`config.mk`:
```
export PLATFORM = sky130hd
export DESIGN_NAME = ps2_rx_fifo
export DESIGN_NICKNAME = d
export VERILOG_FILES = /design/src/rtl/ps2_pkg.sv /design/src/rtl/ps2_byte_fifo.sv /design/src/rtl/ps2_rx_fifo.sv
export SDC_FILE = /design/constraint.sdc
export NUM_CORES = 1
export LEC_CHECK = 0
export BUFFER_PORTS_ARGS = -buffer_cell sky130_fd_sc_hd__clkbuf_2
export CAP_MARGIN = 10
export CORE_ASPECT_RATIO = 1.25
export CORE_MARGIN = 2
export CORE_UTILIZATION = 35
export CTS_CLUSTER_SIZE = 8
export DETAILED_ROUTE_END_ITERATION = 10
export PLACE_DENSITY = 0.55
export REMOVE_ABC_BUFFERS = 1
export SETUP_SLACK_MARGIN = 0.02
export SLEW_MARGIN = 5
export SYNTH_ARGS = -nofsm -noshare
export SYNTH_HDL_FRONTEND = slang
export SYNTH_SLANG_ARGS = --single-unit
```
`constraint.sdc`:
```
create_clock -name i_clk -period 4.5 [get_ports i_clk]
set_input_delay 0.225 -clock i_clk [delete_from_list [all_inputs] [get_ports i_clk]]
set_output_delay 0.225 -clock i_clk [all_outputs]
set_load 0.05 [all_outputs]
```
`src/rtl/ps2_pkg.sv`:
```
// Shared types and helpers for the PS/2 receive path.
package ps2_pkg;

  typedef enum logic [1:0] {
    IDLE   = 2'd0,
    DATA   = 2'd1,
    PARITY = 2'd2,
    STOP   = 2'd3
  } ps2_state_t;

  // start + 8 data + parity + stop
  localparam int PS2_FRAME_BITS = 11;

  // Number of core clock cycles in the inter-edge timeout window (at least 1).
  function automatic int timeout_cycles(input longint clk_freq_hz, input longint timeout_us);
    longint cyc;
    cyc = (clk_freq_hz * timeout_us) / 1_000_000;
    if (cyc < 1) cyc = 1;
    return int'(cyc);
  endfunction

endpackage

```
`src/rtl/ps2_byte_fifo.sv`:
```
// Small first-word-fall-through byte FIFO. The head byte is read straight
// from registered storage; pointers wrap naturally, occupancy is its own register.
module ps2_byte_fifo #(
  parameter int DEPTH = 8
) (
  input  logic                   clk,
  input  logic                   rst,
  input  logic                   push,
  input  logic [7:0]             din,
  input  logic                   pop,
  output logic [7:0]             dout,
  output logic                   full,
  output logic                   empty,
  output logic [$clog2(DEPTH):0] count
);

  localparam int AW = $clog2(DEPTH);

  logic [7:0]    mem [DEPTH];
  logic [AW-1:0] wr_ptr;
  logic [AW-1:0] rd_ptr;
  logic          wr_en;
  logic          rd_en;

  assign empty = (count == '0);
  assign full  = (count == (AW+1)'(DEPTH));
  // A pop frees a slot in the same cycle, so a full FIFO still accepts a push then.
  assign rd_en = pop && !empty;
  assign wr_en = push && (!full || rd_en);
  // Force the head to zero while empty so the output reads 0 after reset.
  assign dout  = empty ? 8'h00 : mem[rd_ptr];

  // Storage write; contents need no reset since empty masks the head.
  always_ff @(posedge clk) begin
    if (wr_en) mem[wr_ptr] <= din;
  end

  // Pointer and occupancy bookkeeping.
  always_ff @(posedge clk or posedge rst) begin
    if (rst) begin
      wr_ptr <= '0;
      rd_ptr <= '0;
      count  <= '0;
    end else begin
      if (wr_en) wr_ptr <= wr_ptr + 1'b1;
      if (rd_en) rd_ptr <= rd_ptr + 1'b1;
      case ({wr_en, rd_en})
        2'b10:   count <= count + 1'b1;
        2'b01:   count <= count - 1'b1;
        default: count <= count;
      endcase
    end
  end

endmodule

```
`src/rtl/ps2_rx_fifo.sv`:
```
// PS/2 device->host receiver: pin synchronisers, clock glitch filter,
// frame deframer with inter-edge timeout, sticky error flags and a byte FIFO.
module ps2_rx_fifo
  import ps2_pkg::*;
#(
  parameter int CLK_FREQ_HZ = 25_000_000,
  parameter int FILTER_LEN  = 8,
  parameter int TIMEOUT_US  = 200,
  parameter int FIFO_DEPTH  = 8
) (
  input  logic                        i_clk,
  input  logic                        i_rst,
  input  logic                        i_ps2_clk,
  input  logic                        i_ps2_data,
  output logic [7:0]                  o_data,
  output logic                        o_valid,
  input  logic                        i_ready,
  output logic [$clog2(FIFO_DEPTH):0] o_count,
  output logic                        o_parity_err,
  output logic                        o_frame_err,
  output logic                        o_overflow,
  input  logic                        i_clr_err
);

  localparam int TIMEOUT_CYC = timeout_cycles(CLK_FREQ_HZ, TIMEOUT_US);
  localparam int TW          = $clog2(TIMEOUT_CYC + 1);
  localparam int FW          = $clog2(FILTER_LEN + 1);

  logic          clk_s1, clk_s2;
  logic          dat_s1, dat_s2;
  logic          filt_clk, filt_clk_d;
  logic [FW-1:0] filt_cnt;
  logic          fall;

  ps2_state_t    state_q, state_d;
  logic [2:0]    bit_cnt;
  logic [7:0]    shift_q;
  logic          par_q;
  logic [TW-1:0] to_cnt;

  logic          start, shift_en, par_en, push_req, timeout;
  logic          perr_set, ferr_set, ovf_set;
  logic          push_q;
  logic [7:0]    push_byte;
  logic          pop;
  logic          fifo_full, fifo_empty;

  // Two-flop synchronisers; idle-high bus so they come out of reset at 1.
  always_ff @(posedge i_clk or posedge i_rst) begin
    if (i_rst) begin
      clk_s1 <= 1'b1;
      clk_s2 <= 1'b1;
      dat_s1 <= 1'b1;
      dat_s2 <= 1'b1;
    end else begin
      clk_s1 <= i_ps2_clk;
      clk_s2 <= clk_s1;
      dat_s1 <= i_ps2_data;
      dat_s2 <= dat_s1;
    end
  end

  // Clock filter: accept a new level only after FILTER_LEN consecutive samples of it.
  always_ff @(posedge i_clk or posedge i_rst) begin
    if (i_rst) begin
      filt_clk   <= 1'b1;
      filt_clk_d <= 1'b1;
      filt_cnt   <= '0;
    end else begin
      filt_clk_d <= filt_clk;
      if (clk_s2 == filt_clk) begin
        filt_cnt <= '0;
      end else if (filt_cnt == FW'(FILTER_LEN - 1)) begin
        filt_clk <= clk_s2;
        filt_cnt <= '0;
      end else begin
        filt_cnt <= filt_cnt + 1'b1;
      end
    end
  end

  assign fall = filt_clk_d & ~filt_clk;

  // Deframer state register.
  always_ff @(posedge i_clk or posedge i_rst) begin
    if (i_rst) state_q <= IDLE;
    else       state_q <= state_d;
  end

  // Deframer next state and per-cycle actions; the timeout overrides everything.
  always_comb begin
    state_d  = state_q;
    start    = 1'b0;
    shift_en = 1'b0;
    par_en   = 1'b0;
    push_req = 1'b0;
    perr_set = 1'b0;
    ferr_set = 1'b0;
    timeout  = (state_q != IDLE) && !fall && (to_cnt == TW'(TIMEOUT_CYC - 1));
    case (state_q)
      IDLE: begin
        // A fall with data high is line noise, not a start bit.
        if (fall && !dat_s2) begin
          start   = 1'b1;
          state_d = DATA;
        end
      end
      DATA: begin
        if (fall) begin
          shift_en = 1'b1;
          if (bit_cnt == 3'd7) state_d = PARITY;
        end
      end
      PARITY: begin
        if (fall) begin
          par_en  = 1'b1;
          state_d = STOP;
        end
      end
      STOP: begin
        if (fall) begin
          state_d  = IDLE;
          push_req = dat_s2 && (^{shift_q, par_q});
          ferr_set = !dat_s2;
          perr_set = !(^{shift_q, par_q});
        end
      end
      default: state_d = IDLE;
    endcase
    if (timeout) begin
      state_d  = IDLE;
      ferr_set = 1'b1;
    end
  end

  // Bit counter and inter-edge timeout counter (counts cycles since the last fall).
  always_ff @(posedge i_clk or posedge i_rst) begin
    if (i_rst) begin
      bit_cnt <= '0;
      to_cnt  <= '0;
    end else begin
      if (start)         bit_cnt <= '0;
      else if (shift_en) bit_cnt <= bit_cnt + 1'b1;
      if (state_q == IDLE || fall || timeout) to_cnt <= '0;
      else                                    to_cnt <= to_cnt + 1'b1;
    end
  end

  // Shift register (LSB first) and parity latch; pure datapath, no reset.
  always_ff @(posedge i_clk) begin
    if (start)         shift_q <= 8'h00;
    else if (shift_en) shift_q <= {dat_s2, shift_q[7:1]};
    if (par_en) par_q <= dat_s2;
    if (push_req) push_byte <= shift_q;
  end

  // One-cycle registered push toward the FIFO.
  always_ff @(posedge i_clk or posedge i_rst) begin
    if (i_rst) push_q <= 1'b0;
    else       push_q <= push_req;
  end

  assign pop     = o_valid && i_ready;
  assign o_valid = !fifo_empty;
  // A good byte is lost only when full and nothing leaves in the same cycle.
  assign ovf_set = push_q && fifo_full && !pop;

  // Sticky error flags; a new set beats a simultaneous clear.
  always_ff @(posedge i_clk or posedge i_rst) begin
    if (i_rst) begin
      o_parity_err <= 1'b0;
      o_frame_err  <= 1'b0;
      o_overflow   <= 1'b0;
    end else begin
      o_parity_err <= perr_set | (o_parity_err & ~i_clr_err);
      o_frame_err  <= ferr_set | (o_frame_err  & ~i_clr_err);
      o_overflow   <= ovf_set  | (o_overflow   & ~i_clr_err);
    end
  end

  ps2_byte_fifo #(
    .DEPTH (FIFO_DEPTH)
  ) u_fifo (
    .clk   (i_clk),
    .rst   (i_rst),
    .push  (push_q),
    .din   (push_byte),
    .pop   (pop),
    .dout  (o_data),
    .full  (fifo_full),
    .empty (fifo_empty),
    .count (o_count)
  );

endmodule

```
==> Yosys cells after proc, flatten, opt, wreduce, memory -nomap -nowiden <==
Memories as Yosys holds them, arrays and structs flattened.
Cells that the tools add are included.
{ "word_totals": {"ff_bits": 59, "latchBits": 0, "ramBits": 64, "rom_bits": 0, "inputBits": 6, "output_inout_bits": 16, "word_cells": 107, "n_memories": 1} }
{ "memory_table": {"columns": ["name", "depth", "width", "read_ports", "rd_clocked_by_memory_dff", "write_ports", "line", "rtl"], "rows": [
  ["u_fifo.mem", 8, 8, 1, 0, 1, "ps2_byte_fifo.sv:19", "logic [7:0] mem [DEPTH];"]
]} }
{ "op_classes": {"add_sub_neg": 7, "mul": 0, "div": 0, "magnitude_cmp": 0, "n_eq_ne": 15, "n_shift": 0, "n_mux": 28, "bitwise": 10, "n_reduce_logical": 26} }
{ "ops": {"columns": ["cell", "n"], "rows": [
  ["3-bit != test, second input constant", 5],
  ["1-bit two-way mux", 14],
  ["13-bit by 1-bit adder with 13-bit output, second input constant", 1],
  ["13-bit == test, second input constant", 1],
  ["13-bit two-way mux", 1],
  ["2-bit two-way mux", 6],
  ["3-bit by 1-bit adder with 3-bit output, second input constant", 3],
  ["1-bit logical AND", 9],
  ["9-bit XOR reduction", 1],
  ["4-bit by 1-bit adder with 4-bit output, second input constant", 2],
  ["4-bit two-way mux", 2],
  ["8-bit two-way mux", 1],
  ["2-bit one-hot mux with 4 select lines", 1],
  ["4-bit one-hot mux with 2 select lines", 1],
  ["2-bit == test, second input constant", 3],
  ["1-bit zero test", 6],
  ["3-bit two-way mux", 2],
  ["2-bit nonzero test", 3],
  ["5-bit AND reduction", 1],
  ["1-bit bitwise AND", 4],
  ["2-bit by 1-bit == test with 1-bit output, second input constant", 2],
  ["4-bit by 3-bit == test with 1-bit output, second input constant", 1],
  ["4-bit == test, second input constant", 1],
  ["4-bit zero test", 1],
  ["8 further kinds", 14]
]} }

==> Logic depth before layout (Yosys ltp) <==
{ "logic_depth": {"word_depth": 8, "ltp_mapped": 12, "depth_no_buf": 11} }

==> By module <==
From an unflattened synthesis, not the netlist that was laid out.
{ "hier_totals": {"hier_cells": 363, "area_unflattened_um2": 5208.7} }
{ "by_module_without_submodules": {"columns": ["mod", "instances", "cells_each", "area_per_inst_um2", "seq_area_each_um2"], "rows": [
  ["ps2_byte_fifo", 1, 173, 3101.7, 2172.1],
  ["ps2_rx_fifo", 1, 190, 2107.0, 1238.7]
]} }

==> Worst setup path after synthesis <==
Ideal clock, no wire load.
{ "synth_path": {"path_kind": "register to register", "from": "reg u_fifo.count[1]", "to": "reg u_fifo.count[2]", "setup_time_ps": 149, "arrival_ps": 2679, "required_ps": 4351, "setup_slack_ps": 1672, "stages_incl_launch_ff": 11, "path_buffers": 1, "period_less_slack_ps": 2828, "cell_sequence": "dfrtp_1 > clkbuf_1 > nor4_2 > nor2b_1 > ha_1 > xor2_1 > ha_1 > a21oi_1 > xor2_1 > nor2_1 > xor2_1"} }
{ "synth_via": {"elab_chain_cells": 8, "word_cells_on_any_way": 14, "cone_classes": "add/sub (2); eq/ne (3); mux (1); reduce/logical (8)"} }
{ "synth_rtl": {"columns": ["element", "line", "rtl"], "rows": [
  ["start: declaration", "ps2_byte_fifo.sv:14", "output logic [$clog2(DEPTH):0] count"],
  ["start signal: assignment", "ps2_byte_fifo.sv:48", "2'b10: count <= count + 1'b1;"],
  ["start signal: assignment", "ps2_byte_fifo.sv:49", "2'b01: count <= count - 1'b1;"],
  ["start signal: assignment", "ps2_byte_fifo.sv:50", "default: count <= count;"],
  ["4-bit zero test *", "ps2_byte_fifo.sv:25", "assign empty = (count == '0);"],
  ["1-bit zero test *", "ps2_byte_fifo.sv:28, ps2_rx_fifo.sv:164", null],
  ["1-bit logical AND", "ps2_rx_fifo.sv:163", "assign pop = o_valid && i_ready;"],
  ["1-bit logical AND *", "ps2_byte_fifo.sv:28", "assign rd_en = pop && !empty;"],
  ["named net u_fifo.rd_en", "ps2_byte_fifo.sv:23", "logic rd_en;"],
  ["1-bit logical OR", "ps2_byte_fifo.sv:29", "assign wr_en = push && (!full || rd_en);"],
  ["1-bit logical AND", "ps2_byte_fifo.sv:29", null],
  ["2-bit by 1-bit == test with 1-bit output or 2-bit == test (tied branches)", "ps2_byte_fifo.sv:47", "case ({wr_en, rd_en})"],
  ["4-bit one-hot mux with 2 select lines or 2-bit nonzero test (tied branches)", null, null]
]} }
The timed path passes the listed nets; every way through them passes the cells marked *.
A chain may end at the register's enable or synchronous reset.

==> Worst setup path after layout <==
{ "layout_path": {"from": "reg u_fifo.rd_ptr[0]", "to": "out o_data[0]"} }
{ "layout_via": {"elab_chain_cells": 2} }
{ "layout_rtl": {"columns": ["element", "line", "rtl"], "rows": [
  ["start: declaration", "ps2_byte_fifo.sv:21", "logic [AW-1:0] rd_ptr;"],
  ["start signal: assignment", "ps2_byte_fifo.sv:46", "if (rd_en) rd_ptr <= rd_ptr + 1'b1;"],
  ["memory read 8 x 8 bit", null, null],
  ["8-bit two-way mux", "ps2_byte_fifo.sv:31", "assign dout = empty ? 8'h00 : mem[rd_ptr];"],
  ["end: declaration", "ps2_rx_fifo.sv:15", "output logic [7:0] o_data,"]
]} }
No other way between the ends.

==> impl_metrics.py <==
metrics = {
    "run": {
        "max-cap-violations": 0,
    },
    "global_route": {
        "global_route.overflow_total": 0,
        "first_global_vias": 2937,
        "aggregate_global_route_resource_usage": 0.127,
        "grt_first_pass_wirelength_um": 14800,
        "grt_antenna_before_repair": 0,
        "grt_max_degree": 43,
    },
    "setup_path": {
        "critical_path.startpoint_type": "flip-flop",
        "rr_startpoint": "u_fifo.count[2]$_DFFE_PP0P_",
        "crit_path_top_delay_cell": "dfrtp_1",
        "path_cells": "buf_4 > mux4_2 > mux2i_1 > nor2_1 > clkbuf_2",
        "timing.critical_path.required_ns": 4.28,
        "reg2reg_to": "u_fifo.count[2]$_DFFE_PP0P_",
        "timing.critical_path.arrival_ns": 2.62,
        "worstSetupEndpointType": "output pin",
        "crit_path_max_fanout": 16,
        "worst_r2r_path_depth": 10,
        "rrSetupSlack_ns": 2.12,
        "worstSetupPathType": "flip-flop to output pin",
        "critPathMaxStageDelay_ns": 0.99,
    },
    "clock_network": {
        "clockBufferDepth": 2,
        "clock_sink_count": 123,
        "clock_tree.htree_level_count": 4,
        "insertion_delay_ns": 0.41,
        "root_buffer": "clkbuf_16",
        "cts_inserted_buffers": 17,
        "cts_tree": "done",
        "clk_pin_slew_ns": 0.06,
    },
    "die": {
        "dieWidth_um": 112,
        "fp-row-count": 49,
        "fp.dieH_um": 139,
        "die_area_sq_mm": 0.0156,
        "core_box_area_sq_mm": 0.0143,
        "start_util": 0.356,
        "ioPinCount": 22,
    },
    "placed_design": {
        "detailedPlacementHpwl_um": 5740,
        "port_buffers": 21,
        "placed_cells": 541,
        "placer_congestion": 0.686,
        "place_worst_setup_slack_ns": 2.03,
    },
    "cells_and_area": {
        "areaGrowthSynthToFinish_pct": 19.3,
        "antenna-diode-count": 0,
        "finalNonFillerCells": 576,
        "post_route_cells_drive_above_1_share": 0.219,
        "nets": 405,
        "final_core_util": 0.424,
    },
    "power": {
        "clock_power_share": 0.371,
        "power-per-cell-area_mw_per_mm2": 644,
        "leakagePower_nw": 2.39,
        "finalPower_mw": 3.92,
        "power_frac_seq": 0.383,
        "power_report.internal_total_mw": 2.63,
        "total_switching_power_mw": 1.29,
        "peakVddDrop_uv": 284,
        "portion_of_total_power_attributed_to_combinational_logic": 0.246,
        "fraction_of_power_spent_switching_nets": 0.329,
    },
    "logic_synthesis": {
        "asyncSetResetFlopFracSynth": 0.341,
        "syn_area_sq_mm": 0.00510,
        "synth.ff_latch_count": 123,
        "syn_inst": 350,
        "yosysWarningCount": 0,
        "synth_largest_area_cell": "edfxtp_1",
        "synth_enable_flop_cells": 73,
        "synth_top_flop_cell": "edfxtp_1",
        "avgSynthCellArea_sq_um": 14.6,
        "synthMostInstantiatedCell": "edfxtp_1",
        "post_synth_most_frequent_cells": "edfxtp_1 (73), nor2_1 (40), dfrtp_1 (36)",
        "synth_cell_type_count": 39,
        "synth_top_cells_by_area": "edfxtp_1 (43%), dfrtp_1 (18%), mux4_2 (7.1%), ha_1 (3.4%), dfxtp_1 (3.1%)",
        "yosysTopAreaCellShare": 0.430,
        "yosysSeqAreaShare": 0.668,
    },
    "timing": {
        "finalWorstSetupSlack_ns": 1.65,
        "final_report_max_slew_violation_count": 0,
        "hold_violations": 0,
        "finalSetupTns_ns": 0,
        "maxSlewHeadroom": 0.338,
        "report.final.setup_viol": 0,
        "worstMarginPinSlew_ns": 0.993,
        "rsz0062_at_grt": "no",
        "timing.clock.skew_ns": 0.00685,
        "fmax_ghz": 0.351,
        "fin_crit_sh": 0.633,
        "final_period_demand_of_the_worst_path_ns": 2.85,
    },
    "detailed_routing": {
        "vias_per_cell": 4.78,
        "post-route-drc-count": 0,
        "via_count": 2754,
        "ant_nets": 0,
        "drt_iter0_markers": 101,
        "wl_um": 9030,
        "wl_per_cell_um": 15.7,
        "firstDrtPassIters": 4,
    },
    "hold_path": {
        "holdCritStartpoint": "i_clr_err",
        "worstHoldPathType": "primary input to flip-flop",
        "number_of_cells_on_the_worst_hold_path": 2,
        "timing.hold.worst_endpoint": "o_parity_err$_DFF_PP0_",
    },
    "outcome": {
        "status": "finished, final reports clean",
    },
}
-- stage by stage --
stage,hold WS [ns],cell area (sq um)
after floorplan,0.229,5060
after global placement,0.312,5420
final,0.0935,6090
after CTS,0.0807,6090
after detailed placement,0.314,5420
after global routing,0.0965,6090
-- metal layers --
metal  track usage  up-vias  share of wire
li1              -     1337              -
met2         0.228       32           0.54
met1         0.137     1365           0.41
met3        0.0372       20          0.026
met4        0.0623        0          0.023
met5             0        -              0
-- critical path: cells and delay by family (launching register included) --
family	cells	cell delay, ns
flip-flops	1	0.99
multiplexers	2	0.64
buffers and inverters	2	0.51
AND/OR/NAND/NOR	1	0.06
-- layout by cell type (no fill, tap or decap), drive strengths merged, types with 2 or more instances in the layout --
master       instances
nand3               15
dlygate4sd3          3
mux2i               11
xnor2               16
buf                  3
bufinv               4
clkinv               4
o22ai                2
mux4                16
clkinvlp             2
o21ai                2
nor2                40
nor2b                7
inv                 18
o2bb2ai              3
clkbuf              38
and2                 3
mux2                 3
a21oi                9
xor2                14
dfstp                6
ha                  14
nand2b               4
and3                 2
or4b                 2
edfxtp              73
nand2               22
nor3                 7
dfrtp               36
dfxtp                8
-- registers in the layout, indices dropped and copies added, names as in the netlist --
| register | count |
|---|---|
| push_q | 1 |
| u_fifo.mem | 64 |
| u_fifo.wr_ptr | 3 |
| to_cnt | 13 |
| clk_s2 | 1 |
| filt_cnt | 4 |
| par_q | 1 |
| dat_s2 | 1 |
| o_overflow | 1 |
| dat_s1 | 1 |
| filt_clk | 1 |
| push_byte | 8 |
| o_frame_err | 1 |
| shift_q | 8 |
| state_q | 2 |
| clk_s1 | 1 |
| filt_clk_d | 1 |
| o_parity_err | 1 |
| bit_cnt | 3 |
| u_fifo.count | 4 |
| u_fifo.rd_ptr | 3 |
-- how the worst max path moves through the flow --
stage,start,end,slack [ns],cells after the start
floorplan,u_fifo.count[2]$_DFFE_PP0P_,u_fifo.count[2]$_DFFE_PP0P_,1.71,9
global placement,u_fifo.rd_ptr[0]$_DFFE_PP0P_,o_data[5],2.03,5
detailed placement,u_fifo.rd_ptr[0]$_DFFE_PP0P_,o_data[5],2.03,5
CTS,u_fifo.rd_ptr[0]$_DFFE_PP0P_,o_data[0],1.58,5
global route,u_fifo.rd_ptr[0]$_DFFE_PP0P_,o_data[5],1.46,5
finish,u_fifo.rd_ptr[0]$_DFFE_PP0P_,o_data[0],1.65,5
-- final cells by class --
cell class	count	area, sq um
Fill cell	1320	8260
Sequential cell	123	3410
Multi-Input combinational cell	203	1610
Clock buffer	17	425
Tap cell	178	223
Clock inverter	15	210
Timing Repair Buffer	27	158
Inverter	13	48.8
-- cells by family after synthesis --
logic type,count (synthesis),synth area share
adders and majority gates,14,0.0343
xor gates and xnor gates,30,0.0515
and+or+nand+nor,108,0.102
buffers and inverters,24,0.0179
muxes,30,0.0988
DFF,123,0.668
AOI/OAI and AO/OA,21,0.0270
-- power groups by stage --
stage	registers (mW)	clock network, mW	logic [mW]
2_1_floorplan	1.54	0	0.710
5_1_grt	1.52	1.54	1.06
3_5_place_dp	1.53	0	0.976
4_1_cts	1.51	1.49	0.981
6_report	1.50	1.46	0.964
3_3_place_gp	1.52	0	0.963
-- what timing repair did --
item | 4_1_cts | 5_1_grt
hold buffers | 3 | 0
resized for setup | 0 | 0
buffers inserted | 0 | 0
hold endpoints to repair | 38 | 0
Note: power is estimated with default switching activity, not from simulation.
